===== config.mk =====
export PLATFORM = sky130hd
export DESIGN_NAME = exc_ctrl
export DESIGN_NICKNAME = d
export VERILOG_FILES = /design/src/rtl/exc_pkg.sv /design/src/rtl/exc_intr_pend.sv /design/src/rtl/exc_ctrl.sv
export SDC_FILE = /design/constraint.sdc
export NUM_CORES = 1
export LEC_CHECK = 0
export BUFFER_PORTS_ARGS = -buffer_cell sky130_fd_sc_hd__buf_2
export CAP_MARGIN = 20
export CORE_MARGIN = 2
export CORE_UTILIZATION = 30
export CTS_BUF_LIST = sky130_fd_sc_hd__clkbuf_2
export DETAILED_ROUTE_END_ITERATION = 6
export GPL_TIMING_DRIVEN = 0
export PLACE_DENSITY = 0.82
export SLEW_MARGIN = 40
export SYNTH_ARGS = -nofsm -noshare
export SYNTH_HDL_FRONTEND = slang
export SYNTH_SLANG_ARGS = --single-unit

===== constraint.sdc =====
create_clock -name clk -period 1.74 [get_ports clk]
set_input_delay 0.522 -clock clk [delete_from_list [all_inputs] [get_ports clk]]
set_output_delay 0.522 -clock clk [all_outputs]
set_load 0.01 [all_outputs]

===== src/rtl/exc_pkg.sv =====
`default_nettype none
// ============================================================================
// Module  : exc_pkg
// Brief   : Shared constants for the trap/interrupt sequencer: CP0 cause
//           codes, status bit positions, FSM state encoding and a small
//           cause-selection helper.
// Rev     : 1.0  initial release
// ============================================================================
package exc_pkg;

  // CP0 cause codes presented with the exception strobe
  localparam logic [4:0] CAUSE_SYSCALL = 5'b01000;
  localparam logic [4:0] CAUSE_BREAK   = 5'b01001;
  localparam logic [4:0] CAUSE_TEQ     = 5'b01101;
  localparam logic [4:0] CAUSE_INT     = 5'b00000;

  // Bit positions inside the CP0 status register
  localparam int ST_IE  = 0;   // global enable
  localparam int ST_SYS = 1;   // SYSCALL enable
  localparam int ST_BRK = 2;   // BREAK enable
  localparam int ST_TEQ = 3;   // TEQ enable
  localparam int ST_INT = 4;   // external interrupt enable

  // Sequencer states, explicit 2-bit encoding
  typedef enum logic [1:0] {
    EXC_IDLE  = 2'd0,
    EXC_ISSUE = 2'd1,
    EXC_REDIR = 2'd2,
    EXC_HOLD  = 2'd3
  } exc_state_e;

  // Cause code for a synchronous instruction trap. The decoder guarantees
  // at most one class bit is high, so TEQ is whatever is left over.
  function automatic logic [4:0] trap_cause(input logic is_sys, input logic is_brk);
    if (is_sys) begin
      return CAUSE_SYSCALL;
    end else if (is_brk) begin
      return CAUSE_BREAK;
    end else begin
      return CAUSE_TEQ;
    end
  endfunction

endpackage
`default_nettype wire


===== src/rtl/exc_intr_pend.sv =====
`default_nettype none
// ============================================================================
// Module  : exc_intr_pend
// Brief   : External interrupt front end: 2-flop synchronizer, rising-edge
//           detector and a pending latch that is cleared when the sequencer
//           takes the interrupt. A new request needs intr to go low and then
//           high again. Only instantiated when EXC_CTRL_INTR_EN is defined.
// Rev     : 1.0  initial release
// ============================================================================
module exc_intr_pend
  import exc_pkg::*;
(
  input  logic clk,
  input  logic rst,      // synchronous, active low
  input  logic i_intr,   // asynchronous level
  input  logic i_clr,    // sequencer accepted the pending interrupt
  output logic o_pend
);

  logic r_sync1;
  logic r_sync2;
  logic r_prev;
  logic r_pend;
  logic w_rise;

  // A rise seen on the synchronized level; r_prev holds the previous level
  assign w_rise = r_sync2 & ~r_prev;

  // Synchronize, remember last level, and hold the request until taken.
  // A fresh edge arriving on the same edge as the clear wins, so it is not lost.
  always_ff @(posedge clk) begin
    if (!rst) begin
      r_sync1 <= 1'b0;
      r_sync2 <= 1'b0;
      r_prev  <= 1'b0;
      r_pend  <= 1'b0;
    end else begin
      r_sync1 <= i_intr;
      r_sync2 <= r_sync1;
      r_prev  <= r_sync2;
      if (w_rise) begin
        r_pend <= 1'b1;
      end else if (i_clr) begin
        r_pend <= 1'b0;
      end
    end
  end

  assign o_pend = r_pend;

endmodule
`default_nettype wire


===== src/rtl/exc_ctrl.sv =====
`default_nettype none
// ============================================================================
// Module  : exc_ctrl
// Brief   : Trap/interrupt sequencer on the CPU side of the CP0 exception
//           interface. Accepts SYSCALL/BREAK/TEQ/ERET from decode and an
//           external interrupt, gates them with CP0 status, issues a single
//           cycle exception/eret strobe with cause, stalls fetch and then
//           redirects the PC to CP0's exc_addr.
//           Build option: define EXC_CTRL_INTR_EN to compile in the
//           interrupt synchronizer, pending latch and INT path. Without it
//           intr is ignored and no INT exception is ever raised.
// Rev     : 1.0  initial release
// ============================================================================
module exc_ctrl #(
  parameter int HOLDOFF = 1     // interrupt blackout after ERET, 0..7 cycles
) (
  input  logic        clk,
  input  logic        rst,           // synchronous, active low
  input  logic        inst_valid,
  input  logic        is_syscall,
  input  logic        is_break,
  input  logic        is_teq,
  input  logic        is_eret,
  input  logic        teq_eq,
  input  logic        intr,
  input  logic [31:0] status,
  input  logic [31:0] exc_addr,
  output logic        exception,
  output logic        eret,
  output logic [4:0]  cause,
  output logic        stall,
  output logic        pc_redirect,
  output logic [31:0] redirect_addr,
  output logic        busy
);

  import exc_pkg::*;

  localparam logic [1:0] S_IDLE  = 2'(EXC_IDLE);
  localparam logic [1:0] S_ISSUE = 2'(EXC_ISSUE);
  localparam logic [1:0] S_REDIR = 2'(EXC_REDIR);
  localparam logic [1:0] S_HOLD  = 2'(EXC_HOLD);

  localparam logic [2:0] c_holdoff = 3'(HOLDOFF);

  logic [1:0] r_state;
  logic [4:0] r_cause;
  logic       r_is_eret;
  logic [2:0] r_cnt;

  logic w_idle;
  logic w_trap;
  logic w_eret_req;
  logic w_int_req;
  logic w_take_sync;
  logic w_take_int;
  logic w_accept;
  logic w_unused_ok;

  // Upper status bits carry nothing this block cares about
  assign w_unused_ok = ^status[31:5];

  assign w_idle = (r_state == S_IDLE);

  // A trap only fires when both the global enable and its own enable are set;
  // anything masked simply retires as a NOP and never reaches the FSM.
  assign w_trap = inst_valid & status[ST_IE] &
                  ((is_syscall & status[ST_SYS]) |
                   (is_break   & status[ST_BRK]) |
                   (is_teq & teq_eq & status[ST_TEQ]));

  // ERET is not maskable
  assign w_eret_req = inst_valid & is_eret;

`ifdef EXC_CTRL_INTR_EN
  logic w_pend;

  exc_intr_pend u_intr_pend (
    .clk    (clk),
    .rst    (rst),
    .i_intr (intr),
    .i_clr  (w_take_int),
    .o_pend (w_pend)
  );

  assign w_int_req = w_pend & status[ST_IE] & status[ST_INT];
`else
  logic w_unused_intr;

  assign w_unused_intr = intr;
  assign w_int_req     = 1'b0;
`endif

  // Instruction events outrank the interrupt; a losing interrupt stays
  // pending in the latch. Nothing is accepted while reset is asserted so
  // stall stays low during reset.
  assign w_take_sync = rst & w_idle & (w_trap | w_eret_req);
  assign w_take_int  = rst & w_idle & ~(w_trap | w_eret_req) & w_int_req;
  assign w_accept    = w_take_sync | w_take_int;

  // Sequencer: IDLE -> ISSUE -> REDIR -> (HOLD after ERET) -> IDLE
  always_ff @(posedge clk) begin
    if (!rst) begin
      r_state   <= S_IDLE;
      r_cause   <= 5'd0;
      r_is_eret <= 1'b0;
      r_cnt     <= 3'd0;
    end else begin
      case (r_state)
        S_IDLE: begin
          if (w_accept) begin
            r_state   <= S_ISSUE;
            r_is_eret <= w_take_sync & ~w_trap & w_eret_req;
            r_cause   <= w_take_int ? CAUSE_INT : trap_cause(is_syscall, is_break);
          end
        end
        S_ISSUE: begin
          r_state <= S_REDIR;
        end
        S_REDIR: begin
          if (r_is_eret && (c_holdoff != 3'd0)) begin
            r_state <= S_HOLD;
            r_cnt   <= c_holdoff;
          end else begin
            r_state <= S_IDLE;
          end
        end
        S_HOLD: begin
          // One HOLD cycle per count; the counter lands on 0 as we leave
          r_cnt <= r_cnt - 3'd1;
          if (r_cnt <= 3'd1) begin
            r_state <= S_IDLE;
          end
        end
        default: begin
          r_state <= S_IDLE;
        end
      endcase
    end
  end

  // Output decode: strobes in ISSUE, redirect in REDIR, stall from accept through ISSUE
  always_comb begin
    exception     = 1'b0;
    eret          = 1'b0;
    cause         = 5'd0;
    pc_redirect   = 1'b0;
    redirect_addr = 32'd0;
    stall         = w_accept;
    busy          = ~w_idle;
    case (r_state)
      S_ISSUE: begin
        stall = 1'b1;
        if (r_is_eret) begin
          eret = 1'b1;
        end else begin
          exception = 1'b1;
          cause     = r_cause;
        end
      end
      S_REDIR: begin
        // CP0 has already updated exc_addr by this cycle, so pass it straight through
        pc_redirect   = 1'b1;
        redirect_addr = exc_addr;
      end
      default: begin
      end
    endcase
  end

endmodule
`default_nettype wire


==> summary.md <==
| Metric | Value |
|---|---|
| Layout cells sized above 1 | 73.2% |
| Nets | 274 |
| Area of the multi-input gates | 628 sq um |
| Crit path capture type | output pin |
| Placed cells | approximately 210 |
| Yosys warns | 0 |
| Hold Crit Class | flip-flop to flip-flop |
| Routed WL | 2990 um |
| Crit path max-delay cell type | a22o_1 |
| Ys async rst share | 0% |
| Worst path bufs/invs | 2 |
| Fin Hold WS | 0.460 ns |
| Mapped Cells | between 90 and 100 |
| CTS max path bufs | 2 |
| Wl on met1 | 1080 um |
| Die footprint | 2990 sq um |
| Input/output buffers | 83 |
| Primary FF master, synth | dfxtp_1 |
| Pleak | 0.904 nW |
| Post-route insts no fill | between 200 and 250 |
| Final Hold Viols | 0 |
| Vias in the first global route | approximately 900 |
| Setup ws final | -0.104 ns |
| Sw frac | 30.1% |
| Final Slew Violations | 0 |
| WL/cell | 13.1 um |
| Top delay family on crit path | compound AO/OA/AOI/OAI gates |
| # IOs | around 120 |
| Gr ovfl total | 0 |
| Hold_buf cts | 0 |
| Core area | between 2000 and 2500 sq um |
| Fillcell total | 205 |
| CP Depth | 6 |
| Final core occ | 69.3% |
| WHS Path Cells | 2 |
| Final Skew | 0.0119 ns |
| Post-synth top area share | between 20 and 30% |
| Min Clock Period, post-route | 1.84 ns |
| Gate power share | between 40% and 50% |
| IR drop worst, VDD | 0.527 mV |
| Synthesis-stage register bit count | 9 |
| Most frequent cells after synthesis | 36 x and2_1, 10 x nand2_1, 9 x dfxtp_1 |
| Count leader, synth | and2_1 |
| Internal Power | 0.000442 W |
| Largest net degree at the start of global routing | 11 |
| Clock power frac | 21.2% |
| Sequential-to-total area share from yosys stat | 23.4% |
| Critical path launch point type | primary input |
| Top Layer Used | met3 |
| Final worst path period share | 106% |
| Clock transition at path regs | 0.08 ns |
| Num CTS Buffers | 3 |
| Count of unique library cells instantiated by Yosys | 33 |
| Avg Vias per Cell | 4.45 |
| H-tree depth | 1 |
| Largest cells by area after synthesis | and2_1 29%, dfxtp_1 23%, nand2_1 4.9% |
| First-pass GRT wire length | about 3600 um |
| Max cap viols | 0 |
| Slowest stage delay, CP | 0.25 ns |
| Clk sink count | 9 |
| CTS tree | yes |
| Routed wl met2 | 1750 um |
| Residual DRC | 0 |
| Number of synthesized flops with an enable pin | 0 |
| Total GRT Usage | 16.3% |
| CP required | between 1 and 1.5 ns |
| WL met3 | 158 um |
| RSZ-0062 raised after global routing | true |
| Detailed Routing Iterations Pass 1 | 4 |
| Worst-skew pair later-pin latency | 0.24 ns |
| Mean post-synth cell area | 7.77 sq um |
| Die span in x | about 55 um |
| CTS Root Cell | clkbuf_2 |
| Worst-path fanout max | 2 |
| Die Height | between 50 and 60 um |
| Worst r2r path cells | 5 |
| Ant. Diodes | 0 |
| Via count | 1015 |
| Pwr Density | 372 nW/um^2 |
| Starting Density | a little under a third |
| Setup tns final | -2.57 ns |
| DRT antenna net count | 0 |
| Post-DP HPWL | 1870 um |
| Part of the power in registers | 35.7% |
| Register Area | 188 sq um |
| NetSw | 0.000190 W |
| Leading area contributor after synthesis | and2_1 |
| Failing checks | negative setup slack |
| Post-synthesis cell area | 769 sq um |
| Critical Path AT | 1.32 ns |
| Finish-stage setup viols | 36 |
| Initial antenna violation count | 0 |
| Row cnt | 18 |
| Status | finished with violations |
| Iter 0 DRT Violations | 17 |
| Cell chain of the critical path | buf_2, a22o_1, nand2_2, a21boi_4, a22o_1, buf_2 |
| Crit Path Class | primary input to output pin |
| Fmax achieved | 542 MHz |
| Synthesis-to-finish area growth | 121% |
| GP Congestion | 0.770 |
-- worst register-to-register path: stages (launching register included) --
cell     delay [ns]
dfxtp_4        0.37
buf_6          0.13
buf_4          0.14
o21ai_1        0.25
nor2_1         0.07
o21a_1         0.16
-- flip-flops by register name, summed over array words and instances (netlist names) --
signal,flops
r_state,2
r_cause,3
r_cnt,3
r_is_eret,1
-- cells in the final DEF, fill, tap and decap left out, types with 2 or more instances in the layout --
cell type,netlist,routed
dfxtp_4,0,2
buf_6,1,35
mux2i_1,3,3
o21a_1,2,2
and2_4,0,30
nor3b_4,1,2
buf_2,2,52
a21oi_1,2,2
inv_1,3,2
clkbuf_2,2,4
buf_8,0,5
conb_1,1,2
nor2_1,3,3
and2_1,36,6
o21ai_0,2,2
buf_4,2,8
nand2_1,10,9
ha_1,2,2
dfxtp_1,9,7
a22o_1,2,2
-- stage by stage --
stage	power, W	cell area [sq um]	setup slack, ns
2_1_floorplan	0.000322	773	0.0492
3_3_place_gp	0.000404	1230	-0.181
3_5_place_dp	0.000407	1230	-0.190
4_1_cts	0.000591	1490	-0.141
5_1_grt	0.000667	1700	-0.155
6_report	0.000632	1700	-0.104
-- final cells by class --
class                           count  area share, %
Inverter                            3          0.809
Clock buffer                        4           1.18
Timing Repair Buffer               95           43.4
Tap cell                           30           2.21
Sequential cell                     9           11.0
Buffer                              7           4.42
Multi-Input combinational cell     80           36.9
-- power groups by stage --
| stage | sequential (W) | combinational (W) | clock (W) |
|---|---|---|---|
| floorplan | 0.000226 | 0.0000959 | 0 |
| global placement | 0.000228 | 0.000176 | 0 |
| detailed placement | 0.000228 | 0.000179 | 0 |
| CTS | 0.000225 | 0.000230 | 0.000136 |
| global route | 0.000227 | 0.000293 | 0.000147 |
| finish | 0.000226 | 0.000272 | 0.000134 |
-- timing repair --
item | CTS | global route
setup buffers | 7 | 2
endpoints found under the setup margin | 38 | 40
pin swaps | 28 | 17
endpoints found under the hold margin | 0 | 0
resized for setup | 41 | 51
cloned | 2 | 1
-- path summary, 6_finish.rpt --
path,startpoint,end,slack (ns)
worst max-delay path,status[1],stall,-0.10
worst min-delay path,r_cause[0],r_cause[0],0.46
worst max register to register,r_state[0],r_state[0],0.52
worst min register to register,r_cause[0],r_cause[0],0.46
-- metal layers --
layer / GRT usage, % / vias up
met3: 1.09 / 0
met5: 0 / -
met1: 16.3 / 454
li1: - / 515
met2: 33.1 / 46
met4: 7.08 / 0
-- logic make-up (layout without fill, tap and decap cells) --
kind of cell	after synthesis	in the layout	synth area share, %
AO/OA/AOI/OAI	16	16	16.1
adder cells (fa/ha/maj)	2	2	3.25
buffers and inverters	11	109	7.97
flip-flops	9	9	23.4
multiplexers	3	3	3.90
other	1	2	0.487
AND/OR/NAND/NOR	57	57	44.9
Power figures use the tool's default switching activity.
